$ cat src/rtl/snake_head_ctrl.sv
// ---------------------------------------------------------------------------
// snake_head_ctrl
//   Head controller for a grid snake game on a 32x32 torus (or walled grid).
//   Owns the game FSM (IDLE/RUN/OVER), the movement step timer, the current
//   and pending direction, and the head / previous-head coordinates.
//
//   Optional feature macro: SNAKE_WALL_DEATH_EN
//     undefined : coordinates wrap modulo 32, the border never ends the game
//     defined   : a step that would leave the grid ends the game instead
//
// Parameters
//   STEP_DIV  clocks per movement step (2..16_777_215)
//   START_X   head X after reset / restart
//   START_Y   head Y after reset / restart
//
// Ports
//   clk        system clock, rising edge
//   rst_n      asynchronous active-low reset
//   start      starts a game from IDLE, returns OVER to IDLE
//   dir_valid  qualifies dir_in for one cycle
//   dir_in     00 up (y-1), 01 down (y+1), 10 left (x-1), 11 right (x+1)
//   collision  OR of all body segment game_over outputs
//   head_x/y   current head coordinate
//   prev_x/y   head coordinate before the last step
//   step_en    one-cycle strobe following each step
//   state      00 IDLE, 01 RUN, 10 OVER (FSM state, also for debug)
//   game_over  high exactly while state is OVER
//
// Handshake: dir_valid is a single-cycle qualifier with no back-pressure;
// a request is taken on every edge where dir_valid is high and the FSM is
// not in OVER. Non-reversal requests overwrite the pending direction, so the
// last one before a step wins; one arriving on the step edge itself still
// steers that step.
// ---------------------------------------------------------------------------
module snake_head_ctrl #(
    parameter int unsigned STEP_DIV = 12_500_000,
    parameter int unsigned START_X  = 16,
    parameter int unsigned START_Y  = 16
) (
    input  logic       clk,
    input  logic       rst_n,
    input  logic       start,
    input  logic       dir_valid,
    input  logic [1:0] dir_in,
    input  logic       collision,
    output logic [4:0] head_x,
    output logic [4:0] head_y,
    output logic [4:0] prev_x,
    output logic [4:0] prev_y,
    output logic       step_en,
    output logic [1:0] state,
    output logic       game_over
);

    localparam logic [1:0] ST_IDLE = 2'b00;
    localparam logic [1:0] ST_RUN  = 2'b01;
    localparam logic [1:0] ST_OVER = 2'b10;

    localparam logic [1:0] DIR_UP    = 2'b00;
    localparam logic [1:0] DIR_DOWN  = 2'b01;
    localparam logic [1:0] DIR_LEFT  = 2'b10;
    localparam logic [1:0] DIR_RIGHT = 2'b11;

    localparam logic [4:0]  SX      = START_X[4:0];
    localparam logic [4:0]  SY      = START_Y[4:0];
    localparam logic [4:0]  SX_PREV = SX - 5'd1;
    localparam logic [23:0] CNT_MAX = 24'(STEP_DIV - 1);

    logic [23:0] cnt;
    logic [1:0]  cur_dir;
    logic [1:0]  pend_dir;

    logic        dir_req_ok;
    logic [1:0]  eff_dir;
    logic        step_due;
    logic        wall_hit;
    logic [4:0]  nxt_x;
    logic [4:0]  nxt_y;

    // Opposite directions share the axis bit [1] and differ in bit [0].
    assign dir_req_ok = dir_valid && (state != ST_OVER) &&
                        !((dir_in[1] == cur_dir[1]) && (dir_in[0] != cur_dir[0]));

    // Direction used if a step happens this edge: a same-edge request applies.
    assign eff_dir  = dir_req_ok ? dir_in : pend_dir;

    // Collision suppresses any step scheduled on the same edge.
    assign step_due = (state == ST_RUN) && (cnt == CNT_MAX) && !collision;

    always_comb begin
        nxt_x = head_x;
        nxt_y = head_y;
        case (eff_dir)
            DIR_UP:    nxt_y = head_y - 5'd1;
            DIR_DOWN:  nxt_y = head_y + 5'd1;
            DIR_LEFT:  nxt_x = head_x - 5'd1;
            default:   nxt_x = head_x + 5'd1;
        endcase
    end

`ifdef SNAKE_WALL_DEATH_EN
    always_comb begin
        wall_hit = 1'b0;
        case (eff_dir)
            DIR_UP:    wall_hit = (head_y == 5'd0);
            DIR_DOWN:  wall_hit = (head_y == 5'd31);
            DIR_LEFT:  wall_hit = (head_x == 5'd0);
            default:   wall_hit = (head_x == 5'd31);
        endcase
    end
`else
    assign wall_hit = 1'b0;
`endif

    assign game_over = (state == ST_OVER);

    always_ff @(posedge clk or negedge rst_n) begin
        if (!rst_n) begin
            state    <= ST_IDLE;
            cnt      <= 24'd0;
            head_x   <= SX;
            head_y   <= SY;
            prev_x   <= SX_PREV;
            prev_y   <= SY;
            cur_dir  <= DIR_RIGHT;
            pend_dir <= DIR_RIGHT;
            step_en  <= 1'b0;
        end else begin
            step_en <= 1'b0;
            if (dir_req_ok) begin
                pend_dir <= dir_in;
            end
            case (state)
                ST_IDLE: begin
                    if (start) begin
                        state <= ST_RUN;
                        cnt   <= 24'd0;
                    end
                end
                ST_RUN: begin
                    if (collision) begin
                        state <= ST_OVER;
                    end else if (step_due) begin
                        cnt <= 24'd0;
                        if (wall_hit) begin
                            state <= ST_OVER;
                        end else begin
                            cur_dir <= eff_dir;
                            prev_x  <= head_x;
                            prev_y  <= head_y;
                            head_x  <= nxt_x;
                            head_y  <= nxt_y;
                            step_en <= 1'b1;
                        end
                    end else begin
                        cnt <= cnt + 24'd1;
                    end
                end
                ST_OVER: begin
                    if (start) begin
                        state    <= ST_IDLE;
                        head_x   <= SX;
                        head_y   <= SY;
                        prev_x   <= SX_PREV;
                        prev_y   <= SY;
                        cur_dir  <= DIR_RIGHT;
                        pend_dir <= DIR_RIGHT;
                    end
                end
                default: begin
                    state <= ST_IDLE;
                end
            endcase
        end
    end

endmodule

$ cat config.mk
export PLATFORM = sky130hd
export DESIGN_NAME = snake_head_ctrl
export DESIGN_NICKNAME = d
export VERILOG_FILES = /design/src/rtl/snake_head_ctrl.sv
export SDC_FILE = /design/constraint.sdc
export NUM_CORES = 1
export LEC_CHECK = 0
export BUFFER_PORTS_ARGS = -buffer_cell sky130_fd_sc_hd__buf_2
export CAP_MARGIN = 10
export CORE_AREA = 2 2 74 76
export DETAILED_ROUTE_END_ITERATION = 8
export DIE_AREA = 0 0 76 78
export HOLD_SLACK_MARGIN = 0.03
export PLACE_DENSITY = 0.78
export SYNTH_ARGS = -nofsm -noshare
export SYNTH_HDL_FRONTEND = slang
export SYNTH_SLANG_ARGS = --single-unit
$ cat constraint.sdc
create_clock -name clk -period 3 [get_ports clk]
set_clock_uncertainty 0.15 [all_clocks]
set_input_delay 0.3 -clock clk [delete_from_list [all_inputs] [get_ports clk]]
set_output_delay 0.3 -clock clk [all_outputs]
set_load 0.03 [all_outputs]
==> results by stage, run 1 <==
Run status:
- The run finished with clean final reports.

Floorplanning:
- The initialized floorplan defines 26 standard-cell rows.
- The area enclosed by the die boundary is ~6000 sq um.
- The core region is 5040 sq um.
- The initial utilization of the core area, before any placement, comes to 58.0%.
- Measured along the y axis, the die boundary spans a little under 80 um.
- The overall die width is ~76 um.
- The I/O pin count is 31.

Pwr:
- The standby leakage power is 0.00149 uW.
- Across the VDD grid, the largest voltage drop is ~0.32 mV.
- The power per unit of standard cell area is 679 nW/um^2.

Critical path:
- The maximum fanout along the worst path is 6.
- The signal on the critical path passes through xnor2_2, o211ai_4, mux2_4, xor2_1, ha_2, or3_1, a21oi_1, mux2i_1, o21a_1, o31ai_2.
- The length in cells of the worst reg-to-reg path is 10.
- Broken down by cell family, the worst path's largest delay share belongs to compound AO/OA/AOI/OAI gates.
- On the worst path, the slowest cell contributes a delay of ~0.61 ns.
- The worst setup path category is register to register.
- The worst register-to-register path begins at cur_dir[0].
- The cell type of the slowest stage on the worst timing path is dfstp_2.
- The most critical setup path has its startpoint at cur_dir[0].
- STA puts the critical path data arrival time at just under 3 ns.
- The type of destination of the critical path is a register.
- Counting both buffers and inverters, the worst setup path holds a total of 0.
- The logic depth of the worst setup path including buffers is 10.
- STA classifies the critical path startpoint as a register.
- The critical path required time is ~3.1 ns.

Routing:
- After detailed routing, the average wire length per cell comes to between 10 and 15 um.
- The first detailed-routing pass took 5 iterations.
- The number of vias after detailed routing is approximately 2300.
- The number of routed nets with antenna violations is 0.
- The violation count after the first detailed-routing iteration is 94.
- The total length of routed wires is a little over 6 mm.
- The via count normalized by instance count is about 5.6.
- The DRC violation count after routing is 0.

Timing:
- Setup repair after global routing left no endpoint under its margin.
- The number of hold violations in the final report came to 0.
- The setup TNS is 0 ns.
- The final critical-path setup slack is between 0.15 and 0.2 ns.
- For this run, the top clock speed supported by timing is around 0.35 GHz.
- Subtracting the final worst setup slack from the clock period gives 2.85 ns.
- Final hold analysis gives a worst-case slack of 0.205 ns.
- The number of slew-limit violations in the final report is 0.
- The number of setup violations in the final report is 0.
- The worst max-slew margin expressed relative to the limit is about 50%.
- In the finished design, the share of the clock period the worst path needs comes to between 90% and 100%.
- The slew at the pin closest to its max-slew limit is roughly 0.73 ns.

Layout:
- The number of antenna diodes in the final layout is 0.
- The layout cell share with drive strength beyond 1 is a little over a fifth.
- Relative to the synthesized area, the layout overhead comes to 12.8%.
- After the last flow step, the layout net total stands at 359.
- The count of filler cells inserted in the layout is roughly 420.

Clock network:
- The longest clock path from root to sink contains 2 buffers.
- The clock tree from TritonCTS is built.
- TritonCTS created 5 clock buffers.
- The clock net in this run drives a total of ~50 sinks.
- After clock tree synthesis, the clock-pin slew on the worst setup and hold paths is 0.10 ns.
- CTS placed an instance of clkbuf_8 at the clock tree root.
- At the later pin of the worst-skew pair, clock insertion delay measures around 0.31 ns.
- The count of H-tree levels built during CTS is 2.

Logic synthesis:
- The XOR/XNOR share of the synthesized area is under 10%.
- The post-synthesis share of cell area spent on and, or, nand and nor gates is a little under a quarter.
- The sequential-to-total area share from yosys stat is between 40% and 50%.
- The number of enable-type register cells in the synthesized netlist is 0.
- The post-synth net total is ~320.
- The proportion of synthesized flip-flops having asynchronous set or reset is 100%.
- Yosys printed 0 warnings.
- After synthesis, the largest family of logic cells by area is simple AND/OR/NAND/NOR gates.
- A synthesized cell averages roughly 9.5 sq um.
- The count of unique library cells instantiated by Yosys is 58.
- The synthesized netlist cell count is roughly 310.
- In the synthesized netlist, mux cells make up ~3.3% of the area.
- The fraction of the mapped netlist area in compound gates is roughly 15%.
- The synthesized netlist devotes about 3.0% of its cell area to adder and majority cells.
- The synthesis-stage register bit count is between 50 and 60.
- The cell area that synthesis handed to floorplanning was around 2900 sq um.
- The flip-flop cell with the highest count after synthesis is dfrtp_1.

Job:
- The count of max-cap constraint violations is 0.

Placement:
- The post-placement setup slack is about 0.075 ns.
- The count of buffers added on input and output ports is 30.
- The HPWL after detailed placement is roughly 4.3 mm.
- Routability-driven placement finished with a final weighted congestion of about 0.82.

Global routing:
- The first global-routing pass estimated roughly 10 mm of wire.
- Summed over all layers, the global routing overflow is 0.
- Global routing used about 22% of the available tracks across all layers.
- Entering global routing, the biggest net connects 34 pins.
- The number of global-route vias before repair is roughly 2200.
- The initial antenna violation count came to 0.

Worst hold path:
- The class of the tightest hold or removal check is input pin to register.
- Counting instances, the worst hold path has a depth of 2.
- The launch point of the worst hold path is dir_in[0].
## report_power, final
| group | internal (uW) | switching [uW] |
|---|---|---|
| clock network | 210 | 231 |
| registers | 808 | 79.8 |
| logic | 327 | 582 |
## metal layers
| layer | routed length [um] | track usage [%] | part of all wire, % | up-vias |
|---|---|---|---|---|
| met5 | 0 | 0 | 0 | - |
| met1 | 2840 | 27.6 | 47 | 1099 |
| met2 | 2980 | 37.4 | 49 | 48 |
| li1 | - | - | - | 1157 |
| met3 | 212 | 4.30 | 3.5 | 7 |
| met4 | 76 | 6.91 | 1.2 | 0 |
## cell families after synthesis
kind of cell | after synthesis
AO/OA/AOI/OAI | 64
multiplexers | 9
AND/OR/NAND/NOR | 132
adder cells (fa/ha/maj) | 7
XOR/XNOR | 26
flip-flops | 51
buffers and inverters | 20
## registers in the layout (all words and copies together), names as in the netlist
name,cells
cnt,24
head_x,5
head_y,5
prev_x,5
prev_y,5
cur_dir,2
pend_dir,2
state,2
step_en,1
## repair_timing
item / CTS / global route
hold buffers: 1 / 0
resized for setup: 0 / 3
buffers inserted: 0 / 4
endpoints found under the setup margin: 0 / 2
endpoints found under the hold margin: 31 / 0
## layout make-up
cell class                      count  area (sq um)  area share, %
Tap cell                           70          87.6           2.66
Sequential cell                    51          1290           39.1
Inverter                           10          37.5           1.14
Clock inverter                      1          7.51          0.228
Timing Repair Buffer               39           220           6.68
Multi-Input combinational cell    238          1560           47.2
Clock buffer                        7          96.3           2.92
## per-stage QoR
step / cells / util [%] / instance area, sq um / total power [uW]
finish: 416 / 65.4 / 3300 / 2240
global placement: 403 / 62.2 / 3140 / 1740
global route: 416 / 65.4 / 3300 / 2380
CTS: 412 / 64.4 / 3250 / 2210
detailed placement: 403 / 62.2 / 3140 / 1760
floorplan: 309 / - / 2920 / 1560
## worst paths after layout
check | to | slack [ns]
max | head_x[4] | 0.15
min | pend_dir[0] | 0.20
max reg2reg | head_x[4] | 0.15
min reg2reg | prev_y[4] | 0.33
max in group asynchronous | head_y[4] | 1.47
min in group asynchronous | head_x[1] | 0.43
## layout by cell type (no fill, tap or decap), drive strengths merged, types with 3 or more instances in the layout
master,Yosys,routed
a21o,3,3
a21oi,7,7
a22o,3,3
and2,5,5
and3,4,4
buf,5,38
clkbuf,5,7
dfrtp,40,40
dfstp,11,11
ha,7,7
inv,9,9
mux2i,7,7
nand2,37,37
nand2b,5,5
nand3,11,11
nand4,6,6
nor2,34,34
nor2b,6,6
nor3,8,8
nor4,4,4
o211ai,3,3
o21a,4,4
o21ai,28,28
o31ai,3,3
xnor2,16,16
xor2,10,10
## cell usage after synthesis (all sizes together), types with 7 or more instances
library cell | instances | area (sq um)
a21oi | 7 | 35.0
dfrtp | 40 | 1000
dfstp | 11 | 289
ha | 7 | 87.6
inv | 9 | 33.8
mux2i | 7 | 70.1
nand2 | 37 | 139
nand3 | 11 | 55.1
nor2 | 34 | 135
nor3 | 8 | 45.0
o21ai | 28 | 140
xnor2 | 16 | 140
xor2 | 10 | 87.6
## worst reg2reg max path: cells and delay by family (launching register included)
kind / cells / cell delay, ns
compound gates: 4 / 0.74
xor+xnor: 2 / 0.29
fa+ha+maj: 1 / 0.21
flops: 1 / 0.61
mux: 2 / 0.47
simple gates: 1 / 0.30
Note: power is estimated with default switching activity, not from simulation.
==> inputs of run 2 (changes only) <==
- ABC_AREA: default -> 1
- PLACE_DENSITY: 0.78 -> 0.79
- clock period: 3 -> 3.7 ns (I/O delays scaled with it)
==> run 2 against run 1 <==
- clock power down 29%
- register-to-register slack better by 1.1 ns
- critical endpoint unchanged
- sequential power shrank 4.6%
- maximum frequency rose by 15%
- sequential share of layout area shrank 0.074 points
- design area increased by 0.19%
- highest routed layer unchanged
- synthesized area rose by 2.6%
- combinational power rose by 46%
- wire length grew 1.8%
==> results by stage, run 2 <==
Layout:
- The diode insertion count for antenna repair is 0 (unchanged).
- Compared with the post-synthesis result, the final layout area differs by 10.2%.
- The most common library cell in the layout ignoring fill and taps is nand2_1.
- The flip-flop count of the largest register, all copies and words added is 24 (unchanged).
- The net count of the finished layout is 431 (+20%).
- The number of standard cells in the final layout excluding fillers is 488 (+17%).
- The register ranked first by flip-flop count is cnt.
- Leaving out fill and tap cells, the most frequent cells in the layout are nand2_1 (88), inv_1 (57), dfrtp_1 (40).
- The layout cell share with drive strength beyond 1 is 23.0% (+1.6 points).

Logic synthesis:
- The fraction of synthesized cell area taken by the top area cell type is 33.4% (-0.86 points).
- By area the synthesized netlist is led by dfrtp_1 (33%), nand2_1 (11%), dfstp_2 (9.6%).
- In the synthesized netlist, the cells that appear most often are nand2_1 (88), inv_1 (57), dfrtp_1 (40), nand3_1 (30), nor2_1 (30).
- The proportion of synthesized flip-flops having asynchronous set or reset came to 100% (unchanged).
- The synthesized netlist cell count was 382 (+24%).
- The synthesis-stage register bit count is 51 (unchanged).
- The summed instance area of the synthesized netlist is 3000 sq um (+2.6%).
- The library cell with the highest instance count after synthesis is nand2_1.
- The count of unique library cells instantiated by Yosys is 39 (-33%).
- The flip-flop cell with the highest count after synthesis is dfrtp_1.
- The count of warnings emitted by yosys was 0 (unchanged).
- The library cell with the largest summed area after synthesis is dfrtp_1.
- The sequential-to-total area share from yosys stat came to 43.0% (-1.1 points).
- The number of enable-type register cells in the synthesized netlist is 0 (unchanged).
- The post-synth net total was 396 (+23%).
- The per-instance average area after synthesis is 7.85 sq um (-17%).

Timing:
- The worst max-slew margin expressed relative to the limit is 48.0% (-3.2 points).
- The number of setup violations in the final report came to 0 (unchanged).
- The setup TNS is 0 ns (unchanged).
- The number of slew-limit violations in the final report is 0 (unchanged).
- The smallest hold slack is 0.194 ns (-0.0108 ns).
- The peak clock frequency supported by timing came to 0.403 GHz (+15%).
- The minimum clock period is 2.48 ns (-0.365 ns).
- Setup repair after global routing left no endpoint under its margin.
- The fraction of the cycle the final worst path needs came to 67.1% (-28 points).
- The number of hold violations in the final report is 0 (unchanged).
- The slew at the pin closest to its max-slew limit is 0.780 ns (+0.0485 ns).

Critical path:
- The maximum fanout along the worst path came to 11 (+5).
- By startpoint and endpoint, the worst setup path is classified as register to register.
- The arrival time of data at the critical path endpoint is 2.58 ns (-0.35 ns).
- The critical path required time came to 3.80 ns (+0.72 ns).
- The startpoint class of the critical path is a register.
- The type of destination of the critical path is a register.

Routing:
- The total length of routed wires is 6.22 mm (+1.8%).
- The via count normalized by instance count is 5.19 (-6.5%).
- The length of the first detailed-routing pass in iterations is 4 (-1).
- The number of vias after detailed routing is 2534 (+9.6%).
- The DRC violation count after routing is 0 (unchanged).
- The violation count after the first detailed-routing iteration is 153 (+63%).
- The number of routed nets with antenna violations is 0 (unchanged).
- The detail-routed net length per standard cell is 12.7 um (-13%).

Worst hold path:
- The tightest min-delay check is of the input pin to register type.

Clock network:
- The clock latency at the later pin of the worst-skew pair was 0.30 ns (about the same).
- The count of H-tree levels built during CTS is 2 (unchanged).
- The maximum clock path buffer count is 2 (unchanged).
- The number of CTS-inserted buffers is 5 (unchanged).
- TritonCTS built the clock tree.
- The clock-pin slew on the worst setup and hold paths is 0.09 ns (about the same).
- In this run the clock root is driven by a clkbuf_8.
- The clock sink count is 51 (unchanged).
- The post-cts sizing count was 0 (unchanged).

Run status:
- The flow ran to the end, and the final reports show no timing, DRC or antenna violations.

Placement:
- The half-perimeter wire length of the detailed placement result came to 4.78 mm (+10%).
- The number of port buffers is 30 (unchanged).
- The instance count after placement with tap cells included is 479 (+19%).
- The global placement routability congestion is 0.876 (+6.9%).

Floorplanning:
- The floorplan die height was 78 um (unchanged).
- The number of rows in the core area is 26 (unchanged).
- The floorplan core area was 5040 sq um (unchanged).
- The overall die width is 76 um (unchanged).
- The area enclosed by the die boundary was 5930 sq um (unchanged).
- The I/O pin count is 31 (unchanged).
- The starting density of the core is 59.5% (+1.5 points).

Global routing:
- The overall overflow remaining after global route was 0 (unchanged).
- The largest net degree at the start of global routing is 37 (+8.8%).
- The overall global routing resource usage is 22.6% (+0.91 points).
- The number of global-route vias before repair is 2443 (+11%).
- The global-route wire length before repair is 10.9 mm (+4.4%).
- The initial antenna violation count was 0 (unchanged).

Pwr:
- The maximum resistive drop on vdd is 0.394 mV (+24%).
- The standby leakage power is 0.00171 uW (+15%).
- The power per unit of standard cell area is 754 nW/um^2 (+11%).

Job:
- The count of max-cap constraint violations was 0 (unchanged).
## run 2: logic make-up after synthesis
family | count (synthesis) | synth area share (%)
buffers and inverters | 72 | 9.93
and+or+nand+nor | 194 | 32.0
xor gates and xnor gates | 4 | 1.17
DFF | 51 | 43.0
adders and majority gates | 7 | 2.92
AOI/OAI and AO/OA | 54 | 10.9
## run 2: through the flow
stage	power, uW	instance area, sq um	util [%]	worst slack, ns
after floorplan	1880	3000	-	1.53
after global placement	2140	3210	63.6	1.31
after detailed placement	2180	3210	63.6	1.25
after CTS	2510	3300	65.5	1.22
after global routing	2690	3300	65.5	0.944
final	2490	3300	65.5	1.22
## run 2: worst max-delay path, stage by stage (launching register included)
cell	delay (ns)
dfrtp_1	0.41
inv_1	0.08
nor2_2	0.41
nor2_2	0.09
nand2_1	0.10
nand2_1	0.06
nand2_2	0.11
nand3_1	0.18
nand2_1	0.11
inv_1	0.05
ha_1	0.17
inv_1	0.07
nand2_1	0.07
nand2_1	0.09
nand2_1	0.05
nand3_1	0.06
nand3_1	0.07
nand2_1	0.06
inv_1	0.03
## run 2: cell type report
| type | count | area, sq um |
|---|---|---|
| clock inverters | 2 | 12.5 |
| well taps | 70 | 87.6 |
| multi-input cells | 259 | 1410 |
| repair buffers | 32 | 168 |
| inverters | 68 | 263 |
| clock buffers | 6 | 72.6 |
| flip-flops and latches | 51 | 1290 |
| fillers | 447 | 1740 |
## run 2: report_power, final
group / total (uW) / internal [uW] / switching [uW]
Clock: 312 / 133 / 180
Sequential: 847 / 741 / 107
Combinational: 1330 / 401 / 930
Total: 2490 / 1270 / 1220
## run 2: layer usage
metal | vias to the layer above | GRT usage, % | routed length [um]
li1 | 1290 | - | -
met1 | 1182 | 29.3 | 2830
met2 | 54 | 40.4 | 3100
met3 | 8 | 2.79 | 202
met4 | 0 | 5.82 | 82
met5 | - | 0 | 0
## run 2: what timing repair did
action / 4_1_cts / 5_1_grt
hold buffers: 1 / 0
endpoints found under the hold margin: 26 / 0
setup buffers: 0 / 0
## run 2: final timing paths
check	from	depth (start not counted)	slack, ns	end
max reg2reg	state[1]	18	1.22	head_x[4]
min in group asynchronous	rst_n	2	0.52	prev_y[2]
min reg2reg	prev_y[4]	2	0.33	prev_y[4]
max in group asynchronous	rst_n	3	2.10	pend_dir[1]
min	start	2	0.19	state[1]
max	state[1]	18	1.22	head_x[4]
==> inputs of run 3 (changes only) <==
- CORE_AREA: 2 2 74 76 -> 2 2 79 81
- DIE_AREA: 0 0 76 78 -> 0 0 81 83
- PLACE_DENSITY: 0.79 -> 0.74
- clock period: 3.7 -> 2.2 ns (I/O delays scaled with it)
==> run 3 against run 2 <==
- the run now ends with negative setup slack left
- hold slack worse by 0.14 ns
- die area is 13% higher
- clock power up 73%
- highest routed layer unchanged
- utilization decreased by 1.8 points
- critical path type unchanged
- via count increased by 6.8%
- global-route usage shrank 1.3 points
- final cell count grew 6.8%
- critical path depth is 1 higher
==> results by stage, run 3 (synthesis gave the netlist of run 2 again) <==
Timing:
- The minimum clock period is 2.26 ns (-0.225 ns).
- The slew at the pin closest to its max-slew limit is 0.609 ns (-0.171 ns).
- The number of slew-limit violations in the final report was 0 (unchanged).
- The fraction of the cycle the final worst path needs came to 103% (+36 points).
- The peak clock frequency supported by timing came to 0.443 GHz (+10%).
- The final critical-path setup slack is -0.0587 ns (-1.27 ns).
- Setup repair after global routing could not meet its margin everywhere.
- The number of hold violations in the final report is 0 (unchanged).
- The number of setup violations in the final report is 3 (+3).
- The worst max-slew margin expressed relative to the limit is 59.4% (+11 points).

Pwr:
- The power per unit of standard cell area was 1330 nW/um^2 (+77%).
- The standby leakage power came to 0.00186 uW (+9.1%).
- The maximum resistive drop on vdd is 0.671 mV (+70%).

Critical path:
- The critical path in this run is classified as register to register.
- The startpoint class of the critical path is a register.
- The maximum fanout along the worst path was 5 (-6).
- The worst setup path is captured at a register.
- The worst setup path startpoint is cur_dir[1].
- In this run the critical register-to-register path is launched from cur_dir[1].
- The length in cells of the worst reg-to-reg path is 19 (+1).
- The arrival time of data at the critical path endpoint is 2.36 ns (-0.22 ns).
- The critical path required time is 2.30 ns (-1.50 ns).

Layout:
- The diode insertion count for antenna repair is 0 (unchanged).
- The net count of the finished layout is 459 (+6.5%).
- The layout cell share with drive strength beyond 1 is 36.3% (+13 points).
- The library cell used most frequently in the layout, excluding fill and tap cells, is nand2_1.
- The number of standard cells in the final layout excluding fillers was 521 (+6.8%).
- The end-of-flow core utilization is 63.7% (-1.8 points).
- The register with the most flip-flops in the final layout is cnt.
- The flip-flop count of the largest register, all copies and words added is 24 (unchanged).
- In the layout the commonest cells are nand2_1 (72), inv_1 (50), dfrtp_1 (40).
- The layout overhead on the synthesized area is 23.7%.

Worst hold path:
- The worst hold path depth is 3 (+1).
- The class of the tightest hold or removal check is input pin to register.
- The startpoint identified for the worst hold timing path is start.

Routing:
- The detail-routed net length per standard cell is 13.4 um (+5.5%).
- The number of vias after detailed routing is 2706 (+6.8%).
- The total length of routed wires is 7.01 mm (+13%).
- The violation count after the first detailed-routing iteration was 104 (-32%).
- The length of the first detailed-routing pass in iterations is 4 (unchanged).
- The number of routed nets with antenna violations was 0 (unchanged).
- The via count normalized by instance count came to 5.19 (about the same).
- The DRC violation count after routing is 0 (unchanged).

Global routing:
- The overall global routing resource usage is 21.3% (-1.3 points).
- The initial antenna violation count is 0 (unchanged).
- The overall overflow remaining after global route is 0 (unchanged).
- The largest net degree at the start of global routing is 27 (-27%).
- The number of global-route vias before repair is 2665 (+9.1%).
- The global-route wire length before repair is 11.5 mm (+5.6%).

Floorplanning:
- The area enclosed by the die boundary came to 6720 sq um (+13%).
- The number of rows in the core area is 28 (+7.7%).
- The floorplan core area was 5820 sq um (+15%).
- The floorplan die height is 83 um (+6.4%).
- The I/O pin count is 31 (unchanged).
- The overall die width is 81 um (+6.6%).
- The starting density of the core came to 51.5% (-7.9 points).

Clock network:
- The count of H-tree levels built during CTS is 2 (unchanged).
- TritonCTS built the clock tree.
- The maximum clock path buffer count is 2 (unchanged).
- The tree is rooted in a clkbuf_8.
- The clock sink count is 51 (unchanged).
- The clock-pin slew on the worst setup and hold paths is 0.10 ns (about the same).
- The clock latency at the later pin of the worst-skew pair is 0.31 ns (about the same).
- The number of CTS-inserted buffers is 5 (unchanged).

Job:
- The count of max-cap constraint violations is 0 (unchanged).

Placement:
- The number of port buffers is 30 (unchanged).
- The post-placement setup slack is -0.0748 ns (-1.32 ns).
- The global placement routability congestion is 0.973 (+11%).
- The instance count after placement with tap cells included came to 498 (+4.0%).
- The half-perimeter wire length of the detailed placement result is 5.10 mm (+6.7%).

Run status:
- The run finished, with violations left.
- The final reports fail on negative setup slack.
==> run 3: cell types whose count changed in the layout (fill, tap and decap cells not counted), moves of 5 or more <==
cell     previous run  this run
buf_4               1        28
nand2_1            88        72
nand2_2            11        23
inv_1              57        50
inv_2               8        14
ha_1                7         2
==> run 3: path summary, 6_finish.rpt <==
| kind | endpoint | slack, ns |
|---|---|---|
| min in group asynchronous | prev_y[3] | 0.29 |
| hold reg to reg | prev_x[3] | 0.33 |
| hold / removal | pend_dir[0] | 0.05 |
| max in group asynchronous | cnt[5] | 1.05 |
| setup / recovery | head_y[4] | -0.06 |
| setup reg to reg | head_y[4] | -0.06 |
==> run 3: through the flow <==
stage	setup TNS [ns]	instance area [sq um]	power (uW)	hold WS (ns)
after CTS	-0.0222	3490	4530	0.0400
after detailed placement	-0.105	3330	3860	0.115
final	-0.0761	3710	4950	0.0516
after global placement	-0.00766	3330	3790	0.117
after floorplan	0	3000	3170	-0.226
after global routing	-1.01	3710	5340	0.0399
==> run 3: what timing repair did <==
action	CTS	global route
resized for setup	7	38
setup endpoints to repair	3	37
pin swaps	3	21
hold endpoints to repair	14	0
hold buffers	1	0
buffers inserted	2	12
==> run 3: power breakdown <==
group	total (uW)	switching, uW	internal [uW]	leakage, uW
clock	539	317	222	0.0000402
combinational	2950	1840	1120	0.00117
sequential	1450	209	1250	0.000653
==> run 3: cell type report <==
cell class | instances | area, sq um
clock buffer | 5 | 68.8
clock inverter | 3 | 20.0
fill | 502 | 2110
inverter | 68 | 265
multi-input combinational | 259 | 1580
sequential | 51 | 1290
tap | 75 | 93.8
timing repair buffer | 60 | 390
==> run 3: layer usage <==
layer	up-vias	wire length, um	GRT usage [%]
li1	1347	-	-
met1	1278	2960	26.3
met2	68	3620	36.5
met3	13	275	3.59
met4	0	151	8.17
met5	-	0	0
==> run 3: critical path, cell delays in order (launching register included) <==
cell and delay [ns]:
dfstp_2 0.55, inv_2 0.04, nand2_2 0.05, nand2_2 0.05, nand2_2 0.09, nand2_2 0.08, nand2_2 0.09, nand2_4 0.08
inv_2 0.11, nand2_8 0.09, nand2_4 0.08, nand2_2 0.05, inv_2 0.06, ha_4 0.12, inv_2 0.03, nand2_2 0.08
nand2_2 0.08, a21oi_2 0.15, nor2_1 0.05, nor2_1 0.10
